$ cat config.mk
export PLATFORM = sky130hd
export DESIGN_NAME = cart_mapper_detect
export DESIGN_NICKNAME = d
export VERILOG_FILES = /design/src/rtl/cart_pkg.sv /design/src/rtl/cart_pow2_round.sv /design/src/rtl/cart_mapper_detect.sv
export SDC_FILE = /design/constraint.sdc
export NUM_CORES = 1
export LEC_CHECK = 0
export ABC_AREA = 1
export BUFFER_PORTS_ARGS = -buffer_cell sky130_fd_sc_hd__buf_2
export CORE_ASPECT_RATIO = 0.6
export CORE_UTILIZATION = 40
export CTS_BUF_LIST = sky130_fd_sc_hd__clkbuf_8
export DETAILED_ROUTE_END_ITERATION = 6
export GPL_TIMING_DRIVEN = 0
export PLACE_DENSITY = 0.56
export SLEW_MARGIN = 20
export SYNTH_ARGS = -nofsm -noshare
export SYNTH_HDL_FRONTEND = slang
export SYNTH_SLANG_ARGS = --single-unit
$ cat constraint.sdc
create_clock -name clk -period 4.9 [get_ports clk]
set_input_delay 0.245 -clock clk [delete_from_list [all_inputs] [get_ports clk]]
set_output_delay 0.245 -clock clk [all_outputs]
set_load 0.01 [all_outputs]
$ cat src/rtl/cart_pkg.sv
// Shared mapper codes, bank-select addresses and FSM states for the cartridge detection slice.
package cart_pkg;

    typedef enum logic [2:0] {
        MAPPER_UNKNOWN = 3'd0,
        MAPPER_NONE    = 3'd1,
        MAPPER_GM2     = 3'd2,
        MAPPER_KONAMI  = 3'd3,
        MAPPER_SCC     = 3'd4,
        MAPPER_ASCII8  = 3'd5,
        MAPPER_ASCII16 = 3'd6,
        MAPPER_LINEAR  = 3'd7
    } mapper_e;

    typedef enum logic [2:0] {
        S_IDLE,
        S_LOAD,
        S_SIZE,
        S_DECIDE,
        S_DONE
    } state_e;

    localparam logic [7:0] LD_NN_A = 8'h32;

    // Bank-select register addresses that game code writes with LD (nn),A
    localparam logic [15:0] SCC_BANK_1     = 16'h5000;
    localparam logic [15:0] SCC_BANK_2     = 16'h9000;
    localparam logic [15:0] SCC_BANK_3     = 16'hB000;
    localparam logic [15:0] KONAMI_BANK_1  = 16'h4000;
    localparam logic [15:0] KONAMI_BANK_2  = 16'h8000;
    localparam logic [15:0] KONAMI_BANK_3  = 16'hA000;
    localparam logic [15:0] ASCII8_BANK_2  = 16'h6800;
    localparam logic [15:0] ASCII8_BANK_3  = 16'h7800;
    localparam logic [15:0] ASCII16_BANK_A = 16'h77FF;
    localparam logic [15:0] SHARED_BANK_0  = 16'h6000;
    localparam logic [15:0] SHARED_BANK_1  = 16'h7000;

    typedef struct packed {
        logic scc;
        logic konami;
        logic ascii8;
        logic ascii16;
    } vote_t;

    function automatic vote_t vote_decode(input logic [15:0] target);
        vote_t v;
        v.scc     = (target == SCC_BANK_1) || (target == SCC_BANK_2) || (target == SCC_BANK_3);
        v.konami  = (target == KONAMI_BANK_1) || (target == KONAMI_BANK_2) || (target == KONAMI_BANK_3);
        v.ascii8  = (target == ASCII8_BANK_2) || (target == ASCII8_BANK_3) ||
                    (target == SHARED_BANK_0) || (target == SHARED_BANK_1);
        v.ascii16 = (target == ASCII16_BANK_A) ||
                    (target == SHARED_BANK_0) || (target == SHARED_BANK_1);
        return v;
    endfunction

endpackage

$ cat src/rtl/cart_pow2_round.sv
// Rounds the highest written byte address up to a power-of-two ROM size using a
// one-bit-per-cycle MSB scan (25 scan cycles after start, then a done pulse).
module cart_pow2_round #(
    parameter int MIN_SIZE_LOG2 = 13
) (
    input  logic        clk,
    input  logic        reset,
    input  logic        start,
    input  logic [24:0] max_addr,
    output logic        done,
    output logic [24:0] rom_size
);

    logic [24:0] val;
    logic [4:0]  idx;
    logic [4:0]  msb;
    logic [4:0]  msb_fin;
    logic        busy;
    logic        found;
    logic        hit;
    logic        found_fin;
    logic [5:0]  k;

    assign hit       = val[idx] & ~found;
    assign found_fin = found | hit;
    assign msb_fin   = hit ? idx : msb;

    // 2^(msb+1) is the smallest power of two above max_addr; bit 24 set wraps to 0
    always_comb begin
        k = {1'b0, msb_fin} + 6'd1;
        if (!found_fin || k < 6'(MIN_SIZE_LOG2))
            k = 6'(MIN_SIZE_LOG2);
    end

    always_ff @(posedge clk) begin
        if (reset) begin
            val      <= '0;
            idx      <= '0;
            msb      <= '0;
            busy     <= 1'b0;
            found    <= 1'b0;
            done     <= 1'b0;
            rom_size <= '0;
        end else begin
            done <= 1'b0;
            if (start) begin
                val   <= max_addr;
                idx   <= 5'd24;
                msb   <= '0;
                found <= 1'b0;
                busy  <= 1'b1;
            end else if (busy) begin
                found <= found_fin;
                msb   <= msb_fin;
                if (idx == 5'd0) begin
                    busy     <= 1'b0;
                    done     <= 1'b1;
                    rom_size <= 25'd1 << k;
                end else begin
                    idx <= idx - 5'd1;
                end
            end
        end
    end

endmodule

$ cat src/rtl/cart_mapper_detect.sv
// Passive snooper on the ioctl ROM download: votes on bank-select writes, tracks
// image extent and header, then publishes mapper/offset/rom_size with valid.
module cart_mapper_detect
    import cart_pkg::*;
#(
    parameter int CNT_W         = 8,
    parameter int MIN_SIZE_LOG2 = 13
) (
    input  logic        clk,
    input  logic        reset,
    input  logic        ioctl_isROM,
    input  logic        ioctl_wr,
    input  logic [24:0] ioctl_addr,
    input  logic [7:0]  ioctl_dout,
    output logic [2:0]  mapper,
    output logic [3:0]  offset,
    output logic [24:0] rom_size,
    output logic        valid
);

    state_e state, state_nxt;

    logic             isrom_q;
    logic             rise, fall, accept, clear;
    logic [24:0]      max_addr, max_addr_nxt;
    logic [2:0][7:0]  hist;
    logic             vote_pend;
    vote_t            hit;
    logic             hdr0_a, hdr0_b, hdr4_a, hdr4_b;
    logic             hdr0, hdr4;
    logic [1:0]       init_hi;   // only the top two bits of byte 3 matter
    logic [CNT_W-1:0] cnt_scc, cnt_konami, cnt_ascii8, cnt_ascii16;
    logic             pow_start, pow_done;
    logic [24:0]      pow_size;
    mapper_e          best, mapper_dec;
    logic [CNT_W-1:0] best_cnt;
    logic             any_vote;
    logic [3:0]       offset_dec;

    assign rise         = ioctl_isROM & ~isrom_q;
    assign fall         = ~ioctl_isROM & isrom_q;
    assign accept       = (state == S_LOAD) & ioctl_wr;
    assign clear        = rise & ((state == S_IDLE) | (state == S_DONE));
    assign max_addr_nxt = (accept && ioctl_addr > max_addr) ? ioctl_addr : max_addr;
    // Sizer latches max_addr_nxt so a byte landing with the falling edge still counts
    assign pow_start    = (state == S_LOAD) & fall;
    assign hit          = (vote_pend && hist[2] == LD_NN_A) ? vote_decode({hist[0], hist[1]}) : '0;
    assign hdr0         = hdr0_a & hdr0_b;
    assign hdr4         = hdr4_a & hdr4_b;

    cart_pow2_round #(
        .MIN_SIZE_LOG2(MIN_SIZE_LOG2)
    ) u_pow2 (
        .clk      (clk),
        .reset    (reset),
        .start    (pow_start),
        .max_addr (max_addr_nxt),
        .done     (pow_done),
        .rom_size (pow_size)
    );

    always_ff @(posedge clk) begin
        if (reset) state <= S_IDLE;
        else       state <= state_nxt;
    end

    always_comb begin
        state_nxt = state;
        case (state)
            S_IDLE:   if (rise) state_nxt = S_LOAD;
            S_LOAD:   if (fall) state_nxt = S_SIZE;
            S_SIZE:   if (pow_done) state_nxt = S_DECIDE;
            S_DECIDE: state_nxt = S_DONE;
            S_DONE:   if (rise) state_nxt = S_LOAD;
            default:  state_nxt = S_IDLE;
        endcase
    end

    // Strict '>' keeps the scc > konami > ascii8 > ascii16 tie order
    always_comb begin
        best     = MAPPER_SCC;
        best_cnt = cnt_scc;
        if (cnt_konami > best_cnt) begin
            best     = MAPPER_KONAMI;
            best_cnt = cnt_konami;
        end
        if (cnt_ascii8 > best_cnt) begin
            best     = MAPPER_ASCII8;
            best_cnt = cnt_ascii8;
        end
        if (cnt_ascii16 > best_cnt) begin
            best     = MAPPER_ASCII16;
            best_cnt = cnt_ascii16;
        end
        any_vote = |{cnt_scc, cnt_konami, cnt_ascii8, cnt_ascii16};

        if (pow_size <= 25'h8000)
            mapper_dec = MAPPER_NONE;
        else if (!any_vote)
            mapper_dec = (pow_size == 25'h10000) ? MAPPER_LINEAR : MAPPER_UNKNOWN;
        else
            mapper_dec = best;

        offset_dec = 4'd0;
        if (mapper_dec == MAPPER_NONE) begin
            if (hdr0 && pow_size <= 25'h4000 && init_hi == 2'b10)
                offset_dec = 4'd8;
            else if (!hdr0 && hdr4)
                offset_dec = 4'd0;
            else
                offset_dec = 4'd4;
        end
    end

    always_ff @(posedge clk) begin
        if (reset) begin
            // Take the current level so a download in flight is not seen as a new start
            isrom_q     <= ioctl_isROM;
            max_addr    <= '0;
            hist        <= '0;
            vote_pend   <= 1'b0;
            hdr0_a      <= 1'b0;
            hdr0_b      <= 1'b0;
            hdr4_a      <= 1'b0;
            hdr4_b      <= 1'b0;
            init_hi     <= '0;
            cnt_scc     <= '0;
            cnt_konami  <= '0;
            cnt_ascii8  <= '0;
            cnt_ascii16 <= '0;
            mapper      <= '0;
            offset      <= '0;
            rom_size    <= '0;
            valid       <= 1'b0;
        end else begin
            isrom_q <= ioctl_isROM;
            if (clear) begin
                max_addr    <= '0;
                hist        <= '0;
                vote_pend   <= 1'b0;
                hdr0_a      <= 1'b0;
                hdr0_b      <= 1'b0;
                hdr4_a      <= 1'b0;
                hdr4_b      <= 1'b0;
                init_hi     <= '0;
                cnt_scc     <= '0;
                cnt_konami  <= '0;
                cnt_ascii8  <= '0;
                cnt_ascii16 <= '0;
                valid       <= 1'b0;
            end else begin
                max_addr  <= max_addr_nxt;
                vote_pend <= accept;
                if (accept) begin
                    hist <= {hist[1:0], ioctl_dout};
                    if (ioctl_addr == 25'h0000 && ioctl_dout == 8'h41) hdr0_a <= 1'b1;
                    if (ioctl_addr == 25'h0001 && ioctl_dout == 8'h42) hdr0_b <= 1'b1;
                    if (ioctl_addr == 25'h4000 && ioctl_dout == 8'h41) hdr4_a <= 1'b1;
                    if (ioctl_addr == 25'h4001 && ioctl_dout == 8'h42) hdr4_b <= 1'b1;
                    if (ioctl_addr == 25'h0003) init_hi <= ioctl_dout[7:6];
                end
                if (hit.scc     && cnt_scc     != '1) cnt_scc     <= cnt_scc + 1'b1;
                if (hit.konami  && cnt_konami  != '1) cnt_konami  <= cnt_konami + 1'b1;
                if (hit.ascii8  && cnt_ascii8  != '1) cnt_ascii8  <= cnt_ascii8 + 1'b1;
                if (hit.ascii16 && cnt_ascii16 != '1) cnt_ascii16 <= cnt_ascii16 + 1'b1;
                if (state == S_DECIDE) begin
                    mapper   <= mapper_dec;
                    offset   <= offset_dec;
                    rom_size <= pow_size;
                    valid    <= 1'b1;
                end
            end
        end
    end

endmodule

=== After elaboration in Yosys (flattened, before gate mapping) ===
Index checks and enable logic that the tools add are counted.

* Word-level logic and storage cells: 165
* Output and inout bits: 33
* Register bits: 188
* Input port bits: 37

* Bitwise logic cells: 17
* Reductions and logical operators: 44
* Add/subtract/negate cells: 6
* Magnitude comparators: 8
* Muxes and demuxes: 28
* Shifts and indexed selects: 1
* Equality and inequality tests: 33

{| class="wikitable"
|+ Operators with widths
! cell !! count
|-
| 16-bit by 15-bit equality test with 1-bit output, second input constant || 7
|-
| 16-bit equality test, second input constant || 4
|-
| 25-bit by 15-bit equality test with 1-bit output, second input constant || 2
|-
| 8-bit by 1-bit adder with 8-bit output, second input constant || 4
|-
| 8-bit inequality test, second input constant || 4
|-
| 32-bit OR reduction || 1
|-
| 3-bit 2-to-1 mux || 10
|-
| 25-bit by 1-bit equality test with 1-bit output, second input constant || 1
|-
| 25-bit by 17-bit equality test with 1-bit output, second input constant || 1
|-
| 25-bit by 2-bit equality test with 1-bit output, second input constant || 1
|-
| 25-bit greater-than comparator || 1
|-
| 25-bit by 15-bit <= comparator with 1-bit output, second input constant || 1
|-
| 25-bit by 16-bit <= comparator with 1-bit output, second input constant || 1
|-
| 25-bit zero test || 1
|-
| 25-bit 2-to-1 mux || 1
|-
| 1-bit by 6-bit left shift with 25-bit output, first input constant || 1
|-
| 8-bit greater-than comparator || 3
|-
| 5-bit 2-to-1 mux || 4
|-
| 8-bit by 7-bit equality test with 1-bit output, second input constant || 2
|-
| 8-bit 2-to-1 mux || 2
|-
| 2-bit AND reduction || 8
|-
| 1-bit logical AND || 13
|-
| 4-bit 2-to-1 mux || 3
|-
| 3-bit one-hot mux with 4 select lines || 1
|-
| other kinds (25) || 60
|}

=== Longest topological paths before layout ===
Gate-level depths: netlist (run 1).

* Depth after elaboration: 10
* Depth in mapped cells: 32
* Gate-level depth less buffers: 31

=== Modules after synthesis ===
Synthesis (run 1) repeated with hierarchy kept, for this count alone.

* Cells, all modules: 1557
* Area, all modules: 10481.3 µm²

{| class="wikitable"
|+ By module, submodules not included
! module !! cells each !! seq. area each (µm²) !! area an instance (µm²) !! instances
|-
| cart_mapper_detect || 1149 || 2462.4 || 7584.8 || 1
|-
| cart_pow2_round || 408 || 1261.2 || 2896.5 || 1
|}

=== Worst setup path before layout (run 1) ===
No wires, ideal clock.

* Path type: reg-to-reg
* Start point: reg cnt_scc[7]
* End point: reg mapper[0]
* Cell stages (with the launch flop): 30
* Path buffers: 2
* Setup slack: 0.644 ns
* Arrival time: 4.140 ns
* Path through: dfxtp_1 -> inv_1 -> ha_1 -> nand2_1 -> nor2_1 -> nand3_1 -> o21ai_1 -> clkbuf_1 -> nand2_1 -> o21ai_0 -> ha_1 -> a21oi_1 -> o21ai_0 -> nand2_1 -> o211ai_1 -> nand2_1 -> clkbuf_1 -> o21ai_0 -> ha_1 -> inv_1 -> nor2_1 -> nor2_1 -> o21a_1 -> o221ai_1 -> o31a_1 -> nor2_1 -> a21oi_1 -> nand3_1 -> o211ai_1 -> inv_1

* Word-level cells in the longest chain between the ends: 8
* Elaborated cells on any way between the ends: 11
* Those cells by class: 3 x order compare; 7 x mux; 1 x reduce/logical

{| class="wikitable"
|+ RTL lines
! item !! RTL line !! source
|-
| from (decl) || cart_mapper_detect.sv:32 || <nowiki>logic [CNT_W-1:0] cnt_scc, cnt_konami, cnt_ascii8, cnt_ascii16;</nowiki>
|-
| from (signal assigned) || cart_mapper_detect.sv:162 || <nowiki>if (hit.scc && cnt_scc != '1) cnt_scc <= cnt_scc + 1'b1;</nowiki>
|-
| 8-bit greater-than comparator || cart_mapper_detect.sv:83 || <nowiki>if (cnt_konami > best_cnt) begin</nowiki>
|-
| 8-bit 2-to-1 mux || cart_mapper_detect.sv:83 ||
|-
| 8-bit greater-than comparator || cart_mapper_detect.sv:87 || <nowiki>if (cnt_ascii8 > best_cnt) begin</nowiki>
|-
| 8-bit 2-to-1 mux || cart_mapper_detect.sv:87 ||
|-
| 8-bit greater-than comparator || cart_mapper_detect.sv:91 || <nowiki>if (cnt_ascii16 > best_cnt) begin</nowiki>
|-
| 3-bit 2-to-1 mux || cart_mapper_detect.sv:91 ||
|-
| 3-bit 2-to-1 mux * || cart_mapper_detect.sv:99 || <nowiki>else if (!any_vote)</nowiki>
|-
| 3-bit 2-to-1 mux * || cart_mapper_detect.sv:97 || <nowiki>if (pow_size <= 25'h8000)</nowiki>
|-
| to (signal assigned) || cart_mapper_detect.sv:167 || <nowiki>mapper <= mapper_dec;</nowiki>
|-
| to (decl) || cart_mapper_detect.sv:15 || <nowiki>output logic [2:0] mapper,</nowiki>
|}

Every way passes the cells marked *; elsewhere a longest branch is shown, timed or not.
A chain may end at the register's enable or synchronous reset.

=== Final worst setup path (run 1) ===
* Start point: reg cnt_scc[2]
* End point: reg mapper[0]

The elaborated chain is that of the path after synthesis.

==> results of run 1 <==
==> cell type report <==
class                           count  share of cell area [%]
Multi-Input combinational cell    862                    44.7
Buffer                             48                    2.01
Clock buffer                       21                    2.77
Tap cell                          308                    3.70
Clock inverter                     10                   0.661
Timing Repair Buffer               74                    3.87
Inverter                          180                    6.49
Sequential cell                   186                    35.8
==> logic make-up after synthesis <==
group	synth area share, %
flip-flops	40.3
AND/OR/NAND/NOR	23.8
buffers and inverters	9.50
adder cells (fa/ha/maj)	7.99
other	0.0406
AO/OA/AOI/OAI	18.4
==> flip-flops by register name, summed over array words and instances, names as in the netlist, 8 cells and up <==
register	count
cnt_ascii16	8
max_addr	25
u_pow2.val	25
u_pow2.rom_size	25
rom_size	25
cnt_konami	8
hist	24
cnt_scc	8
cnt_ascii8	8
==> synthesized netlist by cell type, types with 2 or more instances <==
library cell	count	area [sq um]
a311oi_1	2	17.5
o21a_1	5	37.5
clkinv_1	2	7.51
nor2_1	124	465
a31oi_1	3	18.8
clkbuf_1	37	139
o211ai_1	7	52.6
nand3_1	52	260
o21ai_0	139	696
buf_4	3	22.5
nor2_2	4	25.0
buf_1	5	18.8
or2_2	3	18.8
nand2_1	193	724
nor3_1	36	180
a21oi_1	119	596
buf_2	2	10.0
nand2_4	2	22.5
o22ai_1	15	93.8
a211oi_1	14	105
inv_1	175	657
inv_2	3	11.3
ha_1	59	738
nor4_1	20	125
nand4_1	46	288
dfxtp_1	186	3720
==> per-stage QoR <==
stage | total power [mW] | setup WS, ps
final | 3.39 | 333
after global routing | 3.59 | -6.97
after CTS | 3.40 | 19.0
after detailed placement | 2.42 | -400
after global placement | 2.42 | -406
after floorplan | 2.16 | 644
==> where the power goes <==
group / internal [mW] / switching (mW)
sequential: 1.61 / 0.0563
clock: 0.403 / 0.581
combinational: 0.211 / 0.526
total: 2.23 / 1.16
==> cells in the final DEF (no fill, tap or decap), types with 6 or more instances in the layout <==
cell type	n
o22ai_1	15
o21ai_1	6
clkbuf_8	21
nor2_1	124
o211ai_1	7
nand3_1	52
a211oi_1	14
dfxtp_1	184
nand4_1	46
buf_2	68
buf_4	7
a21oi_1	119
nor3_1	36
nor4_1	19
nand2_1	192
inv_1	176
o21ai_0	132
clkbuf_1	35
ha_1	59
==> metal layers <==
metal  share of wire, %  GRT usage [%]
met1                 58           39.6
met2                 35           28.1
met3                6.6           5.20
met4               0.93           6.01
met5                  0              0
==> worst min-delay path, stage by stage <==
cell and delay (ps):
buf_2 120, o21ai_0 90, a21oi_1 120
==> worst paths after layout <==
path	startpoint	depth (start not counted)	slack (ps)	end
worst max-delay path	cnt_scc[2]	29	330	mapper[0]
worst min-delay path	ioctl_dout[0]	3	130	hist[0]
worst max register to register	cnt_scc[2]	29	330	mapper[0]
worst min register to register	init_hi[1]	2	460	init_hi[1]
==> repair_timing <==
action,in CTS,in global routing
setup endpoints to repair,3,3
hold endpoints to repair,5,0
resized for setup,5,15
pin swaps,0,4
hold buffers,5,0
setup buffers,0,3
==> impl_metrics.py, run 1 <==
metrics = {
    "status": {
        "status": "finished clean",
    },
    "finish": {
        "nFillCells": 2311,
        "layout-drive-gt1-share_pct": 9.41,
        "finish.utilization_pct": 46.6,
        "antenna_cells": 0,
        "post-route-cell-area_sq_um": 10400,
        "area_growth_pct": 12.8,
        "instances_no_fill": 1689,
        "nets": 1465,
        "multi_input_area_sq_um": 4660,
        "ff_latch_area_sq_um": 3730,
    },
    "sta": {
        "finalCritPeriodShare_pct": 93.2,
        "finalHoldWorstSlack_ps": 126,
        "hold_viol_final": 0,
        "tightest_slew_ps": 868,
        "skew_ps": 15.2,
        "slew_headroom_pct": 41.5,
        "fmax_ghz": 0.219,
        "fin_crit_ps": 4570,
        "setup_viol": 0,
        "maxSlewViolCount": 0,
        "finalSetupTns_ps": 0,
    },
    "setup_path": {
        "cp_data_arrival_time_ps": 4960,
        "cp_max_fo": 10,
        "cp_num_buf_inv": 5,
        "crit_path_max_incr_delay_ps": 370,
        "critPathLaunchType": "flop",
        "crit_family": "compound AO/OA/AOI/OAI gates",
        "end_kind": "flop",
        "cp_slowest_cell": "dfxtp_1",
        "cp.required_ps": 5290,
        "criticalPathCategory": "flop to flop",
    },
    "floorplan": {
        "dieArea_sq_um": 23700,
        "rows": 42,
        "boundaryPins": 70,
        "die_w_microns": 198,
        "design.core.area_sq_um": 22300,
        "start_util_pct": 41.3,
        "die_y_microns": 120,
    },
    "synth": {
        "yosys_warnings": 0,
        "postSynthCellCount": 1275,
        "ys_types": 45,
        "ys_seq_area_share_pct": 40.3,
        "ys_seq_elements": 186,
        "synth_ff_type": "dfxtp_1",
        "synth_edf_count": 0,
        "async_reset_ff_share_pct": 0,
        "syn_area_per_cell_sq_um": 7.24,
        "synth_area_sq_um": 9230,
    },
    "cts": {
        "clock_sinks": 186,
        "cts_buffers": 17,
        "path_clk_slew_ps": 100,
        "htreeDepth": 4,
        "cts_tree": "done",
        "clock_latency_ps": 490,
        "cts_root_buf": "clkbuf_8",
        "clk_path_buf_depth": 2,
    },
    "drt": {
        "drt-initial-drc-count": 554,
        "wl_microns": 27000,
        "drcViolationCount": 0,
        "detail-route-antenna-nets": 0,
        "via_per_inst": 5.15,
        "wire_per_inst_microns": 16.0,
        "vias": 8700,
        "drtPass1Iterations": 5,
    },
    "global_routing": {
        "antenna_found_initial": 0,
        "gr-total-overflow": 0,
        "grt_first_pass_wirelength_microns": 42600,
        "grt_pass1_vias": 7658,
        "grt.total_usage_pct": 23.5,
        "grt_max_degree": 17,
    },
    "place": {
        "place_area_sq_um": 9950,
        "placedCellCount": 1650,
        "io_buffers": 66,
        "hpwlAfterDp_microns": 20700,
        "place.gp.congestion": 0.886,
    },
    "power": {
        "leakage_nw": 4.51,
        "p_per_area_nw_per_um2": 325,
        "vdd_drop_max_mv": 0.194,
    },
    "worst_hold_path": {
        "hold_path_class": "input port to flop",
    },
    "job": {
        "drv_cap": 0,
    },
}
No activity file was read; power rests on OpenSTA's default activity.
==> run 2, diff against run 1 <==
--- a/config.mk
+++ b/config.mk
@@ -5,7 +5,7 @@
 export SDC_FILE = /design/constraint.sdc
 export NUM_CORES = 1
 export LEC_CHECK = 0
-export ABC_AREA = 1
+export ABC_AREA = 0
 export BUFFER_PORTS_ARGS = -buffer_cell sky130_fd_sc_hd__buf_2
 export CORE_ASPECT_RATIO = 0.6
 export CORE_UTILIZATION = 40
==> run 2 against run 1 <==
Compared with the run above: clock power rose by 8%; highest routed layer unchanged; sequential power fell by 8%; flip-flop and latch count did not move; final area rose by 3.6%; sequential share of layout area fell by 1.1 points; the run now ends with setup timing left; combinational power fell by 75%; largest power group unchanged; via count fell by 6.3%; count of clock-buffer cells in the layout fell by 4.
==> impl_metrics.py, run 2 <==
metrics = {
    "status": {
        "status": "complete, but fails checks",
        "violations": "setup timing",
    },
    "finish": {
        "ff_latch_area_sq_um": 3740,
        "nets": 1301,
        "layout_commonest_cell": "dfxtp_1",
        "antenna_cells": 0,
        "area_growth_pct": 17.5,
        "multi_input_area_sq_um": 5250,
        "nFillCells": 2269,
        "layout-drive-gt1-share_pct": 15.8,
        "layout_common_cells": "dfxtp_1 (181), nand2_1 (149), a21oi_1 (106)",
    },
    "power": {
        "power.share.combinational_pct": 6.5,
        "power.switching_mw": 0.727,
        "p_per_area_nw_per_um2": 257,
        "pwr-share-seq_pct": 55.2,
        "power.share.switching_pct": 26.2,
        "leakage_nw": 3.91,
        "clkPwrFrac_pct": 38.2,
        "vdd_drop_max_mv": 0.167,
        "intPower_mw": 2.05,
    },
    "sta": {
        "setup_viol": 1,
        "setup_ws_ps": -41.9,
        "fin_crit_ps": 4940,
        "skew_ps": 21.1,
        "finalHoldWorstSlack_ps": 42.6,
        "finalCritPeriodShare_pct": 101,
        "maxSlewViolCount": 0,
        "fmax_ghz": 0.202,
        "hold_viol_final": 0,
        "rsz0062_at_grt": "yes",
        "slew_headroom_pct": 27.4,
        "tightest_slew_ps": 1080,
        "finalSetupTns_ps": -41.9,
    },
    "cts": {
        "path_clk_slew_ps": 100,
        "htreeDepth": 4,
        "cts_buffers": 17,
        "clock_latency_ps": 480,
        "clk_path_buf_depth": 2,
        "cts_tree": "done",
        "clock_sinks": 186,
        "cts_root_buf": "clkbuf_8",
    },
    "synth": {
        "yosysMostFrequentCell": "dfxtp_1",
        "async_reset_ff_share_pct": 0,
        "postSynthCellCount": 1094,
        "ys_seq_elements": 186,
        "synth_area_sq_um": 9190,
        "yosys_warnings": 0,
        "ys_seq_area_share_pct": 40.5,
        "synth_edf_count": 0,
        "synth_top_area_share_pct": 40.5,
        "synth_top_cells_by_count": "dfxtp_1 (186), nand2_1 (149), a21oi_1 (110)",
        "yosysTopAreaCell": "dfxtp_1",
        "syn_area_per_cell_sq_um": 8.40,
        "synth_area_leaders": "dfxtp_1 (41%), ha_1 (8.0%), nand2_1 (6.1%)",
        "ys_types": 69,
        "synth_ff_type": "dfxtp_1",
    },
    "setup_path": {
        "cp_slowest_cell": "dfxtp_4",
        "crit_cells": 26,
        "cp.required_ps": 5290,
        "startpoint": "cnt_scc[1]",
        "end_kind": "flop",
        "crit_family": "compound AO/OA/AOI/OAI gates",
        "cp_num_buf_inv": 2,
        "crit_path_max_incr_delay_ps": 380,
        "critPathLaunchType": "flop",
        "reg2reg_from": "cnt_scc[1]",
        "reg2reg_depth": 26,
        "cp_max_fo": 5,
        "cp_data_arrival_time_ps": 5330,
        "criticalPathCategory": "flop to flop",
    },
    "place": {
        "hpwlAfterDp_microns": 19000,
        "io_buffers": 66,
        "pre_cts_ws_ps": -951,
        "place.gp.congestion": 0.886,
    },
    "floorplan": {
        "die_w_microns": 198,
        "dieArea_sq_um": 23600,
        "start_util_pct": 41.2,
        "die_y_microns": 119,
        "boundaryPins": 70,
        "rows": 42,
        "design.core.area_sq_um": 22300,
    },
    "global_routing": {
        "grt_max_degree": 18,
        "grt_first_pass_wirelength_microns": 40500,
        "gr-total-overflow": 0,
        "antenna_found_initial": 0,
        "grt.total_usage_pct": 22.1,
        "grt_pass1_vias": 7410,
    },
    "drt": {
        "top_layer": "met4",
        "drtPass1Iterations": 5,
        "drcViolationCount": 0,
        "vias": 8149,
        "drt-initial-drc-count": 558,
        "met2_length_microns": 9410,
        "wl_met3_microns": 1840,
        "wl_microns": 25300,
        "wire_per_inst_microns": 16.6,
        "via_per_inst": 5.34,
        "detail-route-antenna-nets": 0,
        "wl_met1_microns": 13900,
    },
    "worst_hold_path": {
        "hold_depth": 3,
        "hold_path_class": "input port to flop",
        "worstHoldStart": "ioctl_dout[6]",
    },
    "job": {
        "drv_cap": 0,
    },
}
## run 2: what timing repair did
item                                   in CTS  in global routing
setup endpoints to repair                   3                  3
endpoints found under the hold margin       7                  0
setup buffers                              15                  4
pin swaps                                  19                 21
hold buffers                                7                  0
resized for setup                          38                 23
## run 2: final timing paths
path | endpoint | slack, ps
worst max register to register | mapper[0] | -40
worst max-delay path | mapper[0] | -40
worst min register to register | hist[17] | 460
worst min-delay path | hist[6] | 40
## run 2: worst min-delay path, cell delays in order
cell and delay (ps):
buf_2 130, nand2_1 60, a21oi_1 50
## run 2: area by class of cell
type | instances | share of cell area (%)
timing repair buffer | 91 | 5.07
multi-input combinational | 791 | 48.6
clock inverter | 15 | 1.52
buffer | 57 | 2.27
inverter | 61 | 2.14
sequential | 186 | 34.6
tap | 308 | 3.57
clock buffer | 17 | 2.17
## run 2: kinds of logic (layout without fill, tap and decap cells)
kind of cell | Yosys count | count (layout) | synth area share (%)
DFF | 186 | 186 | 40.5
and+or+nand+nor | 416 | 416 | 21.7
xor gates and xnor gates | 34 | 34 | 3.24
other | 1 | 2 | 0.0408
adders and majority gates | 59 | 59 | 8.03
AOI/OAI and AO/OA | 243 | 243 | 16.4
muxes | 37 | 37 | 4.93
buffers and inverters | 118 | 241 | 5.09
## run 2: metrics by stage
| step | cell area [sq um] | total power [mW] | utilization, % | cells |
|---|---|---|---|---|
| 3_5_place_dp | 9920 | 1.74 | 44.5 | 1469 |
| 5_1_grt | 10800 | 2.90 | 48.4 | 1526 |
| 3_3_place_gp | 9910 | 1.74 | 44.5 | 1469 |
| 6_report | 10800 | 2.77 | 48.4 | 1526 |
| 2_1_floorplan | 9200 | 1.67 | - | 1095 |
| 4_1_cts | 10700 | 2.80 | 47.8 | 1522 |
## run 2: metal layers
layer	track usage, %	up-vias
met5	0	-
met4	4.70	0
met3	5.04	11
met2	28.3	238
met1	36.1	3810
li1	-	4090
## run 2: power groups by stage
| stage | clock (mW) | sequential [mW] | combinational [mW] |
|---|---|---|---|
| 2_1_floorplan | 0 | 1.57 | 0.106 |
| 3_3_place_gp | 0 | 1.57 | 0.174 |
| 3_5_place_dp | 0 | 1.57 | 0.175 |
| 4_1_cts | 1.09 | 1.53 | 0.180 |
| 5_1_grt | 1.16 | 1.53 | 0.204 |
| 6_report | 1.06 | 1.53 | 0.181 |
